`config.mk`:
```
export PLATFORM = sky130hd
export DESIGN_NAME = seq_restoring_divider
export DESIGN_NICKNAME = d
export VERILOG_FILES = /design/src/rtl/seq_restoring_divider_pkg.sv /design/src/rtl/seq_restoring_divider_div_step.sv /design/src/rtl/seq_restoring_divider.sv
export SDC_FILE = /design/constraint.sdc
export NUM_CORES = 1
export LEC_CHECK = 0
export CAP_MARGIN = 40
export CORE_ASPECT_RATIO = 0.6
export CORE_MARGIN = 2
export CORE_UTILIZATION = 47
export DETAILED_ROUTE_END_ITERATION = 6
export HOLD_SLACK_MARGIN = 0.1
export PLACE_DENSITY = 0.74
export SETUP_SLACK_MARGIN = 0.1
export SYNTH_ARGS = -nofsm -noshare
export SYNTH_HDL_FRONTEND = slang
export SYNTH_SLANG_ARGS = --single-unit
export TNS_END_PERCENT = 50
```
`constraint.sdc`:
```
create_clock -name clk -period 2.4 [get_ports clk]
set_input_delay 0.48 -clock clk [delete_from_list [all_inputs] [get_ports clk]]
set_output_delay 0.48 -clock clk [all_outputs]
set_load 0.005 [all_outputs]
```
`src/rtl/seq_restoring_divider_pkg.sv`:
```
`default_nettype none
// ============================================================================
// Module   : seq_restoring_divider_pkg
// Brief    : Shared width default, state encoding and counter sizing.
// Revision : 1.0
// ============================================================================
package seq_restoring_divider_pkg;

  localparam int DEFAULT_WIDTH = 8;

  typedef enum logic [1:0] {
    ST_IDLE = 2'd0,
    ST_RUN  = 2'd1,
    ST_DONE = 2'd2
  } state_t;

  // Must hold the value 2*w itself, not just 2*w-1.
  function automatic int cnt_width(input int w);
    return $clog2(2 * w) + 1;
  endfunction

  localparam int DEFAULT_CNT_W = cnt_width(DEFAULT_WIDTH);

endpackage
`default_nettype wire

```
`src/rtl/seq_restoring_divider_div_step.sv`:
```
`default_nettype none
// ============================================================================
// Module   : seq_restoring_divider_div_step
// Brief    : One restoring-division step: shift in a dividend bit, trial
//            subtract, keep or restore.
// Revision : 1.0
// ============================================================================
module seq_restoring_divider_div_step
  import seq_restoring_divider_pkg::*;
#(
  parameter int WIDTH = DEFAULT_WIDTH
) (
  input  logic [WIDTH-1:0] i_r,
  input  logic             i_q_msb,
  input  logic [WIDTH-1:0] i_d,
  output logic [WIDTH-1:0] o_r,
  output logic             o_q_bit
);

  logic [WIDTH:0] w_s;
  logic [WIDTH:0] w_t;

  // A borrow out of the trial subtraction shows up as T[WIDTH]; when it is
  // clear the difference is < D, so it always fits back into WIDTH bits.
  always_comb begin
    w_s     = {i_r, i_q_msb};
    w_t     = w_s - {1'b0, i_d};
    o_q_bit = ~w_t[WIDTH];
    o_r     = o_q_bit ? w_t[WIDTH-1:0] : w_s[WIDTH-1:0];
  end

endmodule
`default_nettype wire

```
`src/rtl/seq_restoring_divider.sv`:
```
`default_nettype none
// ============================================================================
// Module   : seq_restoring_divider
// Brief    : Iterative unsigned restoring divider, 2*WIDTH / WIDTH, one
//            quotient bit per clock with start/busy/done handshake.
// Revision : 1.0
// ============================================================================
module seq_restoring_divider
  import seq_restoring_divider_pkg::*;
#(
  parameter int WIDTH = DEFAULT_WIDTH
) (
  input  logic               clk,
  input  logic               rst_n,
  input  logic               start,
  input  logic [2*WIDTH-1:0] dividend,
  input  logic [WIDTH-1:0]   divisor,
  output logic               busy,
  output logic               done,
  output logic [2*WIDTH-1:0] quotient,
  output logic [WIDTH-1:0]   remainder,
  output logic               div_by_zero
);

  localparam int CNT_W = cnt_width(WIDTH);

  state_t             r_state;
  // Partial remainder is always < D after a step, so WIDTH bits suffice.
  logic [WIDTH-1:0]   r_r;
  logic [2*WIDTH-1:0] r_q;
  logic [WIDTH-1:0]   r_d;
  logic [CNT_W-1:0]   r_cnt;
  logic               r_dbz;

  logic [WIDTH-1:0]   w_r_next;
  logic               w_q_bit;

  seq_restoring_divider_div_step #(
    .WIDTH (WIDTH)
  ) u_div_step (
    .i_r     (r_r),
    .i_q_msb (r_q[2*WIDTH-1]),
    .i_d     (r_d),
    .o_r     (w_r_next),
    .o_q_bit (w_q_bit)
  );

  always_ff @(posedge clk or negedge rst_n) begin
    if (!rst_n) begin
      r_state     <= ST_IDLE;
      r_r         <= '0;
      r_q         <= '0;
      r_d         <= '0;
      r_cnt       <= '0;
      r_dbz       <= 1'b0;
      busy        <= 1'b0;
      done        <= 1'b0;
      quotient    <= '0;
      remainder   <= '0;
      div_by_zero <= 1'b0;
    end else begin
      done <= 1'b0;
      unique case (r_state)
        ST_IDLE, ST_DONE: begin
          if (start) begin
            r_state <= ST_RUN;
            busy    <= 1'b1;
            r_r     <= '0;
            r_d     <= divisor;
            // A zero divisor preloads the saturated result with no
            // iterations, so it still pays the single completion cycle.
            if (divisor == '0) begin
              r_q   <= '1;
              r_cnt <= '0;
              r_dbz <= 1'b1;
            end else begin
              r_q   <= dividend;
              r_cnt <= CNT_W'(2 * WIDTH);
              r_dbz <= 1'b0;
            end
          end else begin
            r_state <= ST_IDLE;
            busy    <= 1'b0;
          end
        end

        ST_RUN: begin
          if (r_cnt != '0) begin
            r_r   <= w_r_next;
            r_q   <= {r_q[2*WIDTH-2:0], w_q_bit};
            r_cnt <= r_cnt - 1'b1;
          end else begin
            r_state     <= ST_DONE;
            busy        <= 1'b0;
            done        <= 1'b1;
            quotient    <= r_q;
            remainder   <= r_r;
            div_by_zero <= r_dbz;
          end
        end

        default: begin
          r_state <= ST_IDLE;
          busy    <= 1'b0;
        end
      endcase
    end
  end

endmodule
`default_nettype wire

```
==> results_dict.tcl <==
set metrics [dict create \
    dp_hpwl_mm 5.18 \
    clk_path_buf_depth 2 \
    cts_hold_buf 0 \
    rows 22 \
    synth_area_leaders "dfrtp_1 54%, nand2_1 11%, ha_1 4.1%, o21ai_0 3.7%, a21oi_1 3.3%" \
    cp.arrival_ps 2490 \
    leakagePower_uw 0.00185 \
    netlist_area_um2 3080 \
    final.min_clock_period_ps 2270 \
    status "finished, final reports clean" \
    placed_cells_incl_taps 463 \
    cts_root_buf "clkbuf_8" \
    wire_per_inst_um 15.3 \
    grt_first_pass_wirelength_mm 12.2 \
    initial_core_util 0.495 \
    synth.yosys.warnings 0 \
    first_global_vias 2540 \
    synthCells 332 \
    grt.total_usage 0.226 \
    regArea_um2 1650 \
    io_buffers 53 \
    fin_area_um2 4060 \
    finalClockSkew_ps 8.99 \
    yosysSeqAreaShare 0.537 \
    fin_total_pwr_uw 6540 \
    hold_path.class "input pin to asynchronous set/reset pin" \
    final_cells 482 \
    worst-setup-path-type "flop to flop" \
    cts_num_sinks 66 \
    syn_to_final_growth_pct 31.8 \
    die_area_um2 7230 \
    synth_ff_type "dfrtp_1" \
    critPathRequiredTime_ps 2620 \
    slew_violations 0 \
    drt_iter0_drc 172 \
    gr-total-overflow 0 \
    drive_gt1_frac 0.116 \
    ioPinCount 54 \
    place_ws_ps -68.6 \
    clk_latency_ps 350 \
    drc_errors 0 \
    die_w_um 108 \
    max_freq_mhz 440 \
    routed_wirelength_mm 7.38 \
    endpoint_kind "flop" \
    placedInstanceArea_um2 3730 \
    drt-pass1-iter-count 4 \
    path_clk_slew_ps 80 \
    slew_headroom 0.562 \
    cap_violations 0 \
    antenna_cells 0 \
    avgSynthCellArea_um2 9.27 \
    setup_viol 0 \
    p_per_area_nw_per_um2 1610 \
    grt_max_degree 30 \
    synth_edf_count 0 \
    htree_num_levels 3 \
    core_area_um2 6220 \
    rsz0062_at_grt "true" \
    synth_area_leader_cell "dfrtp_1" \
    final_cell_mix "90 x nand2_1, 66 x dfrtp_1, 52 x clkdlybuf4s50_1" \
    mostFrequentLayoutCell "nand2_1" \
    start_kind "flop" \
    setup_ws_ps 126 \
    critPathMaxFanout 6 \
    antenna_found_initial 0 \
    finalCritPeriodShare 0.947 \
    syn-num-nets 370 \
    nFillCells 529 \
    synth.distinct_cells 40 \
    worst_slew_pin_slew_ps 658 \
    ys_ff_latch 66 \
    avgViaCountPerCell 5.32 \
    cts_tree "yes" \
    nNetsFinal 431 \
    vias 2562 \
    synth-async-reset-ratio 1.00 \
    cts_buffers 9 \
    ir_worst_vdd_mv 0.646 \
    fp.dieH_um 66.7 \
    antenna_left 0 \
    multi_input_area_um2 1350 \
    hold_viol_final 0 \
    gp_congestion 0.874 \
    netlist.area_leader.share 0.537 \
]
==> registers in the layout (all words and copies together), names as in the netlist <==
register / cells
r_state: 2
remainder: 8
r_cnt: 5
div_by_zero: 1
done: 1
r_r: 8
quotient: 16
r_dbz: 1
r_q: 16
r_d: 8
==> cell type report <==
cell class              count  share of cell area
flip-flops and latches     66               0.407
clock buffers              10              0.0339
inverters                  14              0.0130
repair buffers             65               0.159
multi-input cells         237               0.334
well taps                  84              0.0259
clock inverters             6              0.0278
==> synthesized netlist by cell type (2+ instances only) <==
cell type and instances:
ha_1 10, a32oi_1 4, nor2_1 21, o21ai_0 23, mux2i_1 4, buf_2 5
nand3_1 8, o22ai_1 14, nor4_1 3, nor2_2 2, inv_1 13, nor2b_1 3
o311ai_0 2, nand2_1 90, xor2_1 4, o21ai_1 2, a21oi_1 20, dfrtp_1 66
nand2b_1 7, clkbuf_1 9, xnor2_1 3
==> stage by stage <==
stage / util / TNS (ps) / hold WS, ps
after floorplan: - / 0 / 184
after global placement: 0.600 / 0 / 458
after detailed placement: 0.600 / -139 / 462
after CTS: 0.647 / 0 / 159
after global routing: 0.652 / 0 / 188
final: 0.652 / 0 / 159
==> timing repair <==
| item | 4_1_cts | 5_1_grt |
|---|---|---|
| pin swaps | 3 | 7 |
| endpoints found under the setup margin | 8 | 9 |
| buffers inserted | 0 | 2 |
| resized for setup | 8 | 8 |
| cloned | 1 | 0 |
==> kinds of logic after synthesis <==
group                      Yosys count  share of synthesized area
DFF                                 66                      0.537
AOI/OAI and AO/OA                   73                      0.142
buffers and inverters               30                     0.0411
adders and majority gates           11                     0.0472
and+or+nand+nor                    141                      0.200
xor gates and xnor gates             7                     0.0199
muxes                                4                     0.0130
==> report_power, final <==
part / switching [µW] / internal, µW / leakage [µW]
sequential: 376 / 1640 / 0.000801
combinational: 1820 / 1550 / 0.000923
clock: 432 / 722 / 0.000127
total: 2630 / 3910 / 0.00185
==> worst max-delay path: stages, from the launching register on <==
cell and delay [ps]:
dfrtp_1 430, ha_4 190, fa_2 360, nand2b_4 170, a211oi_4 260, mux2i_4 350
nor2_4 100, a32oi_1 200, o21ai_1 90
==> routing by layer <==
| layer | wire (µm) | vias to the layer above | track usage |
|---|---|---|---|
| met5 | 0 | - | 0 |
| met4 | 89 | 0 | 0.0689 |
| met3 | 557 | 8 | 0.0802 |
| met2 | 3100 | 101 | 0.315 |
| met1 | 3630 | 1210 | 0.328 |
| li1 | - | 1243 | - |
==> path summary, 6_finish.rpt <==
check                                      endpoint  cells past startpoint  slack [ps]                     start
min in group clk           remainder[2]$_DFFE_PN0P_                      2         470  remainder[2]$_DFFE_PN0P_
max in group asynchronous        r_d[5]$_DFFE_PN0P_                      2        1620                     rst_n
max                              r_r[4]$_DFFE_PN0P_                      8         130        r_d[0]$_DFFE_PN0P_
min                        quotient[11]$_DFFE_PN0P_                      1         160                     rst_n
max reg2reg                      r_r[4]$_DFFE_PN0P_                      8         130        r_d[0]$_DFFE_PN0P_
min reg2reg                remainder[2]$_DFFE_PN0P_                      2         470  remainder[2]$_DFFE_PN0P_
Power figures use the tool's default switching activity.
